$ cat config.mk
export PLATFORM = sky130hd
export DESIGN_NAME = uart_rx_fifo_flat
export DESIGN_NICKNAME = d
export VERILOG_FILES = /design/src/rtl/uart_rx_fifo_pkg.sv /design/src/rtl/uart_rx_fifo_if.sv /design/src/rtl/uart_rx_fifo_sync_fifo.sv /design/src/rtl/uart_rx_fifo.sv /design/src/flat_wrapper.sv
export SDC_FILE = /design/constraint.sdc
export NUM_CORES = 1
export LEC_CHECK = 0
export CAP_MARGIN = 30
export CORE_MARGIN = 4
export CORE_UTILIZATION = 44
export CTS_CLUSTER_SIZE = 10
export DETAILED_ROUTE_END_ITERATION = 6
export PLACE_DENSITY = 0.67
export SYNTH_ARGS = -nofsm -noshare
export SYNTH_HDL_FRONTEND = slang
export SYNTH_SLANG_ARGS = --single-unit
$ cat constraint.sdc
create_clock -name clk -period 7.7 [get_ports clk]
set_input_delay 1.155 -clock clk [delete_from_list [all_inputs] [get_ports clk]]
set_output_delay 1.155 -clock clk [all_outputs]
set_load 0.1 [all_outputs]
$ cat src/rtl/uart_rx_fifo_pkg.sv
// Shared UART receive-path constants.
// Word width and framing agreed by the receiver and its FIFO.
package uart_rx_fifo_pkg;

    localparam int DATA_BITS_DEF = 8;
    localparam int DEPTH_DEF     = 16;
    localparam int START_BITS    = 1;
    localparam int STOP_BITS     = 1;

endpackage

$ cat src/rtl/uart_rx_fifo_if.sv
// First-word-fall-through valid/ready stream.
// master drives out_valid/out_data; slave drives out_ready.
interface uart_rx_fifo_if #(
    parameter int WIDTH = 8
);

    logic             out_valid;
    logic [WIDTH-1:0] out_data;
    logic             out_ready;

    modport master (
        output out_valid,
        output out_data,
        input  out_ready
    );

    modport slave (
        input  out_valid,
        input  out_data,
        output out_ready
    );

endinterface

$ cat src/rtl/uart_rx_fifo_sync_fifo.sv
// Synchronous FWFT FIFO with wrap-bit pointers.
// Ports: push/wdata in, pop in, rdata/full/empty/count out.
module uart_rx_fifo_sync_fifo #(
    parameter int DEPTH  = 16,
    parameter int WIDTH  = 8,
    localparam int ADDR_W = $clog2(DEPTH)
) (
    input  logic              clk,
    input  logic              rst_n,
    input  logic              push,
    input  logic [WIDTH-1:0]  wdata,
    input  logic              pop,
    output logic [WIDTH-1:0]  rdata,
    output logic              full,
    output logic              empty,
    output logic [ADDR_W:0]   count
);

    localparam logic [ADDR_W:0] PTR_ONE = 1;

    logic [ADDR_W:0]  wr_ptr;
    logic [ADDR_W:0]  rd_ptr;
    logic [WIDTH-1:0] mem [DEPTH];
    logic             do_push;
    logic             do_pop;

    assign empty = (wr_ptr == rd_ptr);
    assign full  = (wr_ptr[ADDR_W] != rd_ptr[ADDR_W]) &&
                   (wr_ptr[ADDR_W-1:0] == rd_ptr[ADDR_W-1:0]);
    assign count = wr_ptr - rd_ptr;
    assign rdata = mem[rd_ptr[ADDR_W-1:0]];

    // A full FIFO still takes a write when the head leaves
    // in the same cycle: the freed slot is the one written.
    assign do_pop  = pop & ~empty;
    assign do_push = push & (~full | do_pop);

    always_ff @(posedge clk or negedge rst_n) begin
        if (!rst_n) begin
            wr_ptr <= '0;
            rd_ptr <= '0;
        end else begin
            if (do_push)
                wr_ptr <= wr_ptr + PTR_ONE;
            if (do_pop)
                rd_ptr <= rd_ptr + PTR_ONE;
        end
    end

    always_ff @(posedge clk) begin
        if (do_push)
            mem[wr_ptr[ADDR_W-1:0]] <= wdata;
    end

endmodule

$ cat src/rtl/uart_rx_fifo.sv
// UART receive buffer: ready-edge capture, FIFO, drop flag.
// Ports: rx_ready/rx_data in, out stream, count/full/empty/overflow.
module uart_rx_fifo
    import uart_rx_fifo_pkg::*;
#(
    parameter int DATA_BIT_COUNT = DATA_BITS_DEF,
    parameter int DEPTH          = DEPTH_DEF,
    localparam int ADDR_W        = $clog2(DEPTH)
) (
    input  logic                      clk,
    input  logic                      rst_n,
    input  logic                      rx_ready,
    input  logic [DATA_BIT_COUNT-1:0] rx_data,
    uart_rx_fifo_if.master            out,
    output logic [ADDR_W:0]           count,
    output logic                      full,
    output logic                      empty,
    output logic                      overflow,
    input  logic                      overflow_clr
);

    logic rx_ready_q;
    logic push;
    logic pop;
    logic drop;

    // Resets high so a ready level already up at
    // release is not mistaken for a new byte.
    always_ff @(posedge clk or negedge rst_n) begin
        if (!rst_n)
            rx_ready_q <= 1'b1;
        else
            rx_ready_q <= rx_ready;
    end

    assign push = rx_ready & ~rx_ready_q;
    assign pop  = ~empty & out.out_ready;
    assign drop = push & full & ~pop;

    assign out.out_valid = ~empty;

    uart_rx_fifo_sync_fifo #(
        .DEPTH (DEPTH),
        .WIDTH (DATA_BIT_COUNT)
    ) u_fifo (
        .clk   (clk),
        .rst_n (rst_n),
        .push  (push),
        .wdata (rx_data),
        .pop   (pop),
        .rdata (out.out_data),
        .full  (full),
        .empty (empty),
        .count (count)
    );

    // A drop in the same cycle as a clear keeps the flag set.
    always_ff @(posedge clk or negedge rst_n) begin
        if (!rst_n)
            overflow <= 1'b0;
        else if (drop)
            overflow <= 1'b1;
        else if (overflow_clr)
            overflow <= 1'b0;
    end

endmodule

$ cat src/flat_wrapper.sv
// flat-port wrapper written by rule: the top's interface ports become plain ports
module uart_rx_fifo_flat import uart_rx_fifo_pkg::*;
#(
    parameter int DATA_BIT_COUNT = DATA_BITS_DEF,
    parameter int DEPTH          = DEPTH_DEF,
    localparam int ADDR_W        = $clog2(DEPTH)
)
  (clk, rst_n, rx_ready, rx_data, count, full, empty, overflow, overflow_clr, out_out_valid, out_out_data, out_out_ready);
  uart_rx_fifo_if #(.WIDTH(8)) out_i ();
  input  logic clk;
  input  logic rst_n;
  input  logic rx_ready;
  input  logic [DATA_BIT_COUNT-1:0] rx_data;
  output logic [ADDR_W:0] count;
  output logic full;
  output logic empty;
  output logic overflow;
  input  logic overflow_clr;
  output wire logic [$bits(out_i.out_valid)-1:0] out_out_valid;
  output wire logic [$bits(out_i.out_data)-1:0] out_out_data;
  input wire logic [$bits(out_i.out_ready)-1:0] out_out_ready;
  assign out_out_valid = out_i.out_valid;
  assign out_out_data = out_i.out_data;
  assign out_i.out_ready = out_out_ready;
  uart_rx_fifo #(.DATA_BIT_COUNT(DATA_BIT_COUNT), .DEPTH(DEPTH)) u_core (.clk(clk), .rst_n(rst_n), .rx_ready(rx_ready), .rx_data(rx_data), .out(out_i), .count(count), .full(full), .empty(empty), .overflow(overflow), .overflow_clr(overflow_clr));
endmodule
==> results.toml, run 1 <==
[grt]
grt-ovfl-total = 0
antenna_found_initial = 0
grt_pass1_vias = 2952
grt_first_pass_wirelength_um = 17100
track_usage = 0.160
grt_max_degree = 30

[sta]
worst_pin_slew_ns = 0.979
finalSetupTns_ns = 0
slew_violations = 0
finClkSkew_ns = 0.00491
slew_headroom = 0.345
finalSetupViolations = 0
timing.fmax_ghz = 0.199
fin_crit_ns = 5.04
timing.final.crit_share = 0.654
rsz0062_at_grt = "false"
finalHoldViolations = 0

[synth]
yosysWarnings = 0
ys_types = 37
syn_area_mm2 = 0.00575
syn_nets = 328
ys_ff_latch = 140
synth-edff-count = 128
syn_inst = 305
synthArstFlopShare = 0.0857
synth_area_per_cell_um2 = 18.8
yosys_most_used_dff = "edfxtp_1"
synth-seq-area-share = 0.721

[critical_path]
r2r_cells = 5
reg2reg_slack_ns = 4.45
critPathRequiredTime_ns = 6.55
cp-end-kind = "primary output"
cp.arrival_ns = 3.88
cp_max_fo = 27
worstSetupStartpointType = "register"
r2r_end = "u_core.u_fifo.mem[11][6]"
r2r_start = "u_core.u_fifo.rd_ptr[0]"
worstSetupPathType = "register to primary output"

[cts]
clk_latency_ns = 0.41
cts_tree = "yes"
post_cts_buffers = 0
holdBufCountCts = 0
cts-root-buf = "clkbuf_16"
clk_pin_slew_worst_paths_ns = 0.05
htreeDepth = 4
numCtsBuffers = 17
clock_path_buffers = 2
post_cts_resized = 0
cts_sinks = 140

[floorplanning]
die_x_um = 122
initial_core_util = 0.452
core_mm2 = 0.0127
die_area_mm2 = 0.0150
die_h_um = 122
placement_rows = 41
ios = 30

[route]
wl_um = 11000
drc = 0
dr.pass1.iters = 4
final_antenna_net_count = 0
viasPerCell = 5.49
vias = 2909
drt-initial-drc-count = 215
wl_per_cell_um = 20.7

[hold_path]
hold_end = "u_core.overflow"
hp-start = "u_core.overflow"
hold_depth = 2
hold_path.class = "register to register"

[placement]
place_congestion = 0.777
io_buffers = 29
dp_hpwl_um = 7050

[status]
outcome = "completed"

[finish]
layout-drive-gt1-share = 0.162
nets = 369
area_growth_pct = 18.2
antenna_cells = 0

[flow_run]
drv_cap = 0
-- cell usage in the layout (no fill, tap or decap), types with 4 or more instances in the layout --
master	netlist	final
edfxtp_1	128	128
clkdlybuf4s50_1	0	29
mux2i_1	24	24
mux4_2	21	21
clkbuf_16	0	17
nor2_1	12	12
xnor2_1	10	10
nand2_1	10	10
dfrtp_1	11	10
inv_1	9	9
ha_1	9	9
a22oi_1	8	8
a32oi_1	8	8
o21ai_1	8	8
buf_4	0	6
clkinv_1	1	5
nor3_1	4	4
bufinv_16	0	4
-- routing by layer --
layer | track usage | wire (µm) | up-vias | part of all wire
li1 | - | - | 1297 | -
met1 | 0.212 | 4760 | 1513 | 0.43
met2 | 0.248 | 5440 | 74 | 0.50
met3 | 0.0346 | 407 | 25 | 0.037
met4 | 0.0861 | 354 | 0 | 0.032
met5 | 0 | 0 | - | 0
-- critical path, cell delays in order (launching register included) --
cell,delay (ns)
dfrtp_2,0.94
buf_4,0.44
mux2i_1,0.14
a22oi_1,0.33
mux2i_1,0.13
o21ai_1,0.27
clkdlybuf4s50_1,1.20
-- cells by family after synthesis --
kind of cell / share of synthesized area
flops: 0.721
mux: 0.138
simple gates: 0.0300
compound gates: 0.0420
buf+inv: 0.0261
xor+xnor: 0.0198
fa+ha+maj: 0.0231
-- worst max path at each step --
stage	from	end	slack, ns
after floorplan	u_core.u_fifo.rd_ptr[2]	empty	3.67
after global placement	u_core.u_fifo.rd_ptr[0]	out_out_data[2]	3.15
after detailed placement	u_core.u_fifo.rd_ptr[0]	out_out_data[7]	3.13
after CTS	u_core.u_fifo.rd_ptr[0]	out_out_data[7]	2.62
after global routing	u_core.u_fifo.rd_ptr[0]	out_out_data[7]	2.46
final	u_core.u_fifo.rd_ptr[0]	out_out_data[7]	2.66
-- synth_stat cells (all sizes together), types with 4 or more instances --
cell type  instances  share of area
ha                 9          0.020
nand2             10         0.0065
a22oi              8          0.010
nor3               4         0.0035
xnor2             10          0.015
mux4              24          0.096
o21ai             10         0.0087
edfxtp           128           0.67
buf                9          0.016
dfrtp             11          0.048
mux2i             24          0.042
inv               10         0.0065
a32oi              8          0.012
clkbuf             4         0.0028
nor2              12         0.0078
-- sequential cells by signal, indices dropped and copies added (netlist names) --
| register | count |
|---|---|
| u_core.overflow | 1 |
| u_core.u_fifo.rd_ptr | 5 |
| u_core.u_fifo.wr_ptr | 5 |
| u_core.u_fifo.mem | 128 |
| u_core.rx_ready_q | 1 |
-- cell type report --
| type | count | area (µm²) |
|---|---|---|
| Fill cell | 1017 | 5930 |
| Sequential cell | 140 | 4150 |
| Multi-Input combinational cell | 141 | 1450 |
| Clock buffer | 18 | 429 |
| Timing Repair Buffer | 35 | 335 |
| Tap cell | 172 | 215 |
| Clock inverter | 13 | 174 |
| Inverter | 11 | 41.3 |
-- metrics by stage --
step	cell area [µm²]	std cells	worst slack [ns]	hold slack (ns)	util
4_1_cts	6790	530	2.62	0.533	0.534
6_report	6790	530	2.66	0.531	0.534
2_1_floorplan	5750	305	3.67	0.502	-
3_5_place_dp	6190	499	3.13	0.522	0.487
3_3_place_gp	6190	499	3.15	0.517	0.487
5_1_grt	6790	530	2.46	0.572	0.534
Power of run 1 is not shown: default switching activity piles up to over one toggle a cycle in this logic, so the estimate is an artifact.
==> inputs of run 2 (changes only) <==
--- a/config.mk
+++ b/config.mk
@@ -10,7 +10,7 @@
 export CORE_UTILIZATION = 44
 export CTS_CLUSTER_SIZE = 10
 export DETAILED_ROUTE_END_ITERATION = 6
-export PLACE_DENSITY = 0.67
+export PLACE_DENSITY = 0.69
 export SYNTH_ARGS = -nofsm -noshare
 export SYNTH_HDL_FRONTEND = slang
 export SYNTH_SLANG_ARGS = --single-unit
==> constraint.sdc (replaced) <==
create_clock -name clk -period 4.6 [get_ports clk]
set_input_delay 0.69 -clock clk [delete_from_list [all_inputs] [get_ports clk]]
set_output_delay 0.69 -clock clk [all_outputs]
set_load 0.1 [all_outputs]
==> results.toml, run 2 (synthesis results as in run 1) <==
[cts]
cts-root-buf = "clkbuf_16"
holdBufCountCts = 0
post_cts_resized = 0
htreeDepth = 4
cts_tree = "yes"
numCtsBuffers = 17
cts_sinks = 140
post_cts_buffers = 0
clk_latency_ns = 0.41
clock_path_buffers = 2
clk_pin_slew_worst_paths_ns = 0.06

[route]
top_layer = "met4"
drt-initial-drc-count = 257
final_antenna_net_count = 0
wl_met1_um = 4720
met3_length_um = 791
wl_per_cell_um = 21.7
met2_length_um = 5780
drc = 0
viasPerCell = 5.40
vias = 2870
dr.pass1.iters = 4
wl_um = 11500

[sta]
slew_violations = 0
finalSetupTns_ns = 0
layout_setup_ws_ns = 1.04
timing.fmax_ghz = 0.281
finClkSkew_ns = 0.0116
slew_headroom = 0.354
timing.final.crit_share = 0.774
hold_ws_ns = 0.534
finalSetupViolations = 0
worst_pin_slew_ns = 0.967
finalHoldViolations = 0
rsz0062_at_grt = "false"
fin_crit_ns = 3.56

[floorplanning]
die_x_um = 122
placement_rows = 41
core_mm2 = 0.0127
ios = 30
die_area_mm2 = 0.0150
initial_core_util = 0.452
die_h_um = 122

[flow_run]
drv_cap = 0

[critical_path]
cp.arrival_ns = 2.87
cp-end-kind = "primary output"
reg2reg_slack_ns = 1.46
worstSetupPathType = "register to primary output"
worstSetupStartpointType = "register"
critPathRequiredTime_ns = 3.91
cp_max_fo = 11

[finish]
mostFrequentLayoutCell = "edfxtp_1"
nets = 369
antenna_cells = 0
largest_reg_flops = 128
area_growth_pct = 17.9
fill_cells = 1018
layout-drive-gt1-share = 0.214
final_cell_mix = "edfxtp_1 (128), mux2i_1 (24), mux4_2 (21)"

[placement]
io_buffers = 29
dp_hpwl_um = 7620
preCtsSetupSlack_ns = 1.45
place_congestion = 0.921

[grt]
grt-ovfl-total = 0
track_usage = 0.165
grt_pass1_vias = 3068
grt_first_pass_wirelength_um = 17700
antenna_found_initial = 0
grt_max_degree = 44

[status]
outcome = "completed"

[hold_path]
hold_path.class = "register to register"
-- run 2: changes by cell type in the layout (fill, tap and decap cells not counted) --
cell / delta
buf_4: +14
clkdlybuf4s50_1: -14
clkinv_1: -3
clkinv_2: +2
clkinv_4: +2
clkbuf_1: -1
clkinvlp_4: +1
-- run 2: stage by stage --
step	utilization	cells	instance area [µm²]
2_1_floorplan	-	305	5750
4_1_cts	0.533	531	6780
5_1_grt	0.533	531	6780
3_5_place_dp	0.484	499	6160
3_3_place_gp	0.484	499	6160
6_report	0.533	531	6780
-- run 2: area by class of cell --
class                      count  area (µm²)  area share
sequential                   140        4150       0.612
clock inverter                15         198      0.0292
tap                          172         215      0.0317
multi-input combinational    141        1450       0.214
timing repair buffer          35         300      0.0443
clock buffer                  17         425      0.0628
inverter                      11        41.3     0.00609
-- run 2: worst paths after layout --
path,start,cells past startpoint,endpoint
min in group asynchronous,rst_n,1,u_core.u_fifo.wr_ptr[1]
worst max register to register,u_core.u_fifo.rd_ptr[2],6,u_core.u_fifo.mem[9][0]
worst max-delay path,u_core.u_fifo.rd_ptr[1],3,count[1]
worst min register to register,u_core.overflow,2,u_core.overflow
max in group asynchronous,rst_n,1,u_core.u_fifo.rd_ptr[0]
worst min-delay path,u_core.overflow,2,u_core.overflow
-- run 2: per-layer routing --
metal,track usage,up-vias
met4,0.0658,0
met1,0.222,1453
li1,-,1304
met5,0,-
met2,0.267,98
met3,0.0313,15
-- run 2: worst max-delay path, cell delays in order, from the launching register on --
cell	delay, ns
dfrtp_1	0.39
clkinv_1	0.32
fa_1	0.62
clkdlybuf4s50_1	1.13
Power of run 2 is left out for the same reason.
==> inputs of run 3 (changes only) <==
--- a/config.mk
+++ b/config.mk
@@ -10,7 +10,7 @@
 export CORE_UTILIZATION = 44
 export CTS_CLUSTER_SIZE = 10
 export DETAILED_ROUTE_END_ITERATION = 6
-export PLACE_DENSITY = 0.69
+export PLACE_DENSITY = 0.67
 export SYNTH_ARGS = -nofsm -noshare
 export SYNTH_HDL_FRONTEND = slang
 export SYNTH_SLANG_ARGS = --single-unit
==> constraint.sdc (replaced) <==
create_clock -name clk -period 3.3 [get_ports clk]
set_input_delay 0.495 -clock clk [delete_from_list [all_inputs] [get_ports clk]]
set_output_delay 0.495 -clock clk [all_outputs]
set_load 0.1 [all_outputs]
==> results.toml, run 3 (synthesis results as in run 1) <==
[sta]
finClkSkew_ns = 0.0114
slew_violations = 0
worst_pin_slew_ns = 0.965
slew_headroom = 0.355
finalHoldViolations = 0
finalSetupViolations = 0
fin_crit_ns = 3.02
timing.fmax_ghz = 0.331
finalSetupTns_ns = 0
rsz0062_at_grt = "false"
layout_setup_ws_ns = 0.283
timing.final.crit_share = 0.914

[route]
dr.pass1.iters = 4
viasPerCell = 5.33
final_antenna_net_count = 0
wl_um = 11600
vias = 2893
drc = 0
drt-initial-drc-count = 296
wl_per_cell_um = 21.3

[floorplanning]
initial_core_util = 0.452
die_area_mm2 = 0.0150
placement_rows = 41
die_h_um = 122
core_mm2 = 0.0127
die_x_um = 122
ios = 30

[critical_path]
slowest_stage = "fa_1"
worst-path-buf-inv = 3
slowest_delay_ns = 0.40
worstSetupStartpointType = "register"
worstSetupPathType = "register to primary output"
crit_family = "adder cells"
path_common_cell = "buf_12"
cp-end-kind = "primary output"
critPathRequiredTime_ns = 2.80
cp_max_fo = 44
cp.arrival_ns = 2.52
worstPathCellList = "buf_12 -> ha_1 -> inv_1 -> fa_1 -> a21o_1 -> a21oi_1 -> xnor2_2 -> buf_12"

[grt]
grt_first_pass_wirelength_um = 17700
grt-ovfl-total = 0
antenna_found_initial = 0
grt_max_degree = 45
grt_pass1_vias = 2964
track_usage = 0.169

[finish]
layout-drive-gt1-share = 0.248
nets = 381
area_growth_pct = 23.0
mostFrequentLayoutCell = "edfxtp_1"
fill_cells = 1019
antenna_cells = 0
final_cell_mix = "edfxtp_1 (128), mux2i_1 (24), mux4_2 (21)"
largest_reg_flops = 128

[cts]
clk_latency_ns = 0.42
clock_path_buffers = 2
numCtsBuffers = 17
post_cts_buffers = 0
cts-root-buf = "clkbuf_16"
post_cts_resized = 0
cts_sinks = 140
clk_pin_slew_worst_paths_ns = 0.06
holdBufCountCts = 0
cts_tree = "yes"
htreeDepth = 4

[flow_run]
drv_cap = 0

[placement]
place_congestion = 0.780
io_buffers = 29
preCtsSetupSlack_ns = 0.611
dp_hpwl_um = 7630

[hold_path]
hold_path.class = "primary input to asynchronous set/reset pin"

[status]
outcome = "completed"
-- run 3: area by class of cell --
type	instances	area [µm²]	share of cell area
Clock inverter	14	200	0.0283
Multi-Input combinational cell	141	1460	0.207
Clock buffer	18	429	0.0607
Timing Repair Buffer	47	573	0.0810
Sequential cell	140	4150	0.586
Tap cell	172	215	0.0304
Inverter	11	45.0	0.00637
-- run 3: worst paths after layout --
path | from | end | slack, ns | cells past startpoint
min reg2reg | u_core.overflow | u_core.overflow | 0.53 | 2
min in group clk | rx_ready | u_core.rx_ready_q | 0.53 | 1
max reg2reg | u_core.u_fifo.rd_ptr[3] | u_core.u_fifo.mem[1][3] | 0.57 | 7
max in group asynchronous | rst_n | u_core.u_fifo.rd_ptr[0] | 2.44 | 1
min | rst_n | u_core.u_fifo.wr_ptr[3] | 0.45 | 1
max | u_core.u_fifo.rd_ptr[0] | count[4] | 0.28 | 8
-- run 3: worst register-to-register path: cells and delay by family, from the launching register on --
family,cells,cell delay (ns)
AOI/OAI and AO/OA,1,0.35
adders and majority gates,1,0.37
buffers and inverters,2,0.44
DFF,1,0.61
and+or+nand+nor,3,0.68
-- run 3: per-stage QoR --
step | instances | hold WS (ns) | utilization | area [µm²]
after floorplan | 305 | 0.199 | - | 5760
after global placement | 511 | 0.522 | 0.506 | 6440
after detailed placement | 511 | 0.533 | 0.506 | 6440
after CTS | 543 | 0.465 | 0.556 | 7070
after global routing | 543 | 0.488 | 0.556 | 7070
final | 543 | 0.447 | 0.556 | 7070
-- run 3: per-layer routing --
layer | track usage | part of all wire | routed length [µm]
met1 | 0.226 | 0.43 | 4980
met5 | 0 | 0 | 0
met4 | 0.0651 | 0.017 | 199
met3 | 0.0576 | 0.049 | 569
met2 | 0.259 | 0.50 | 5810
Power of run 3 is left out for the same reason.
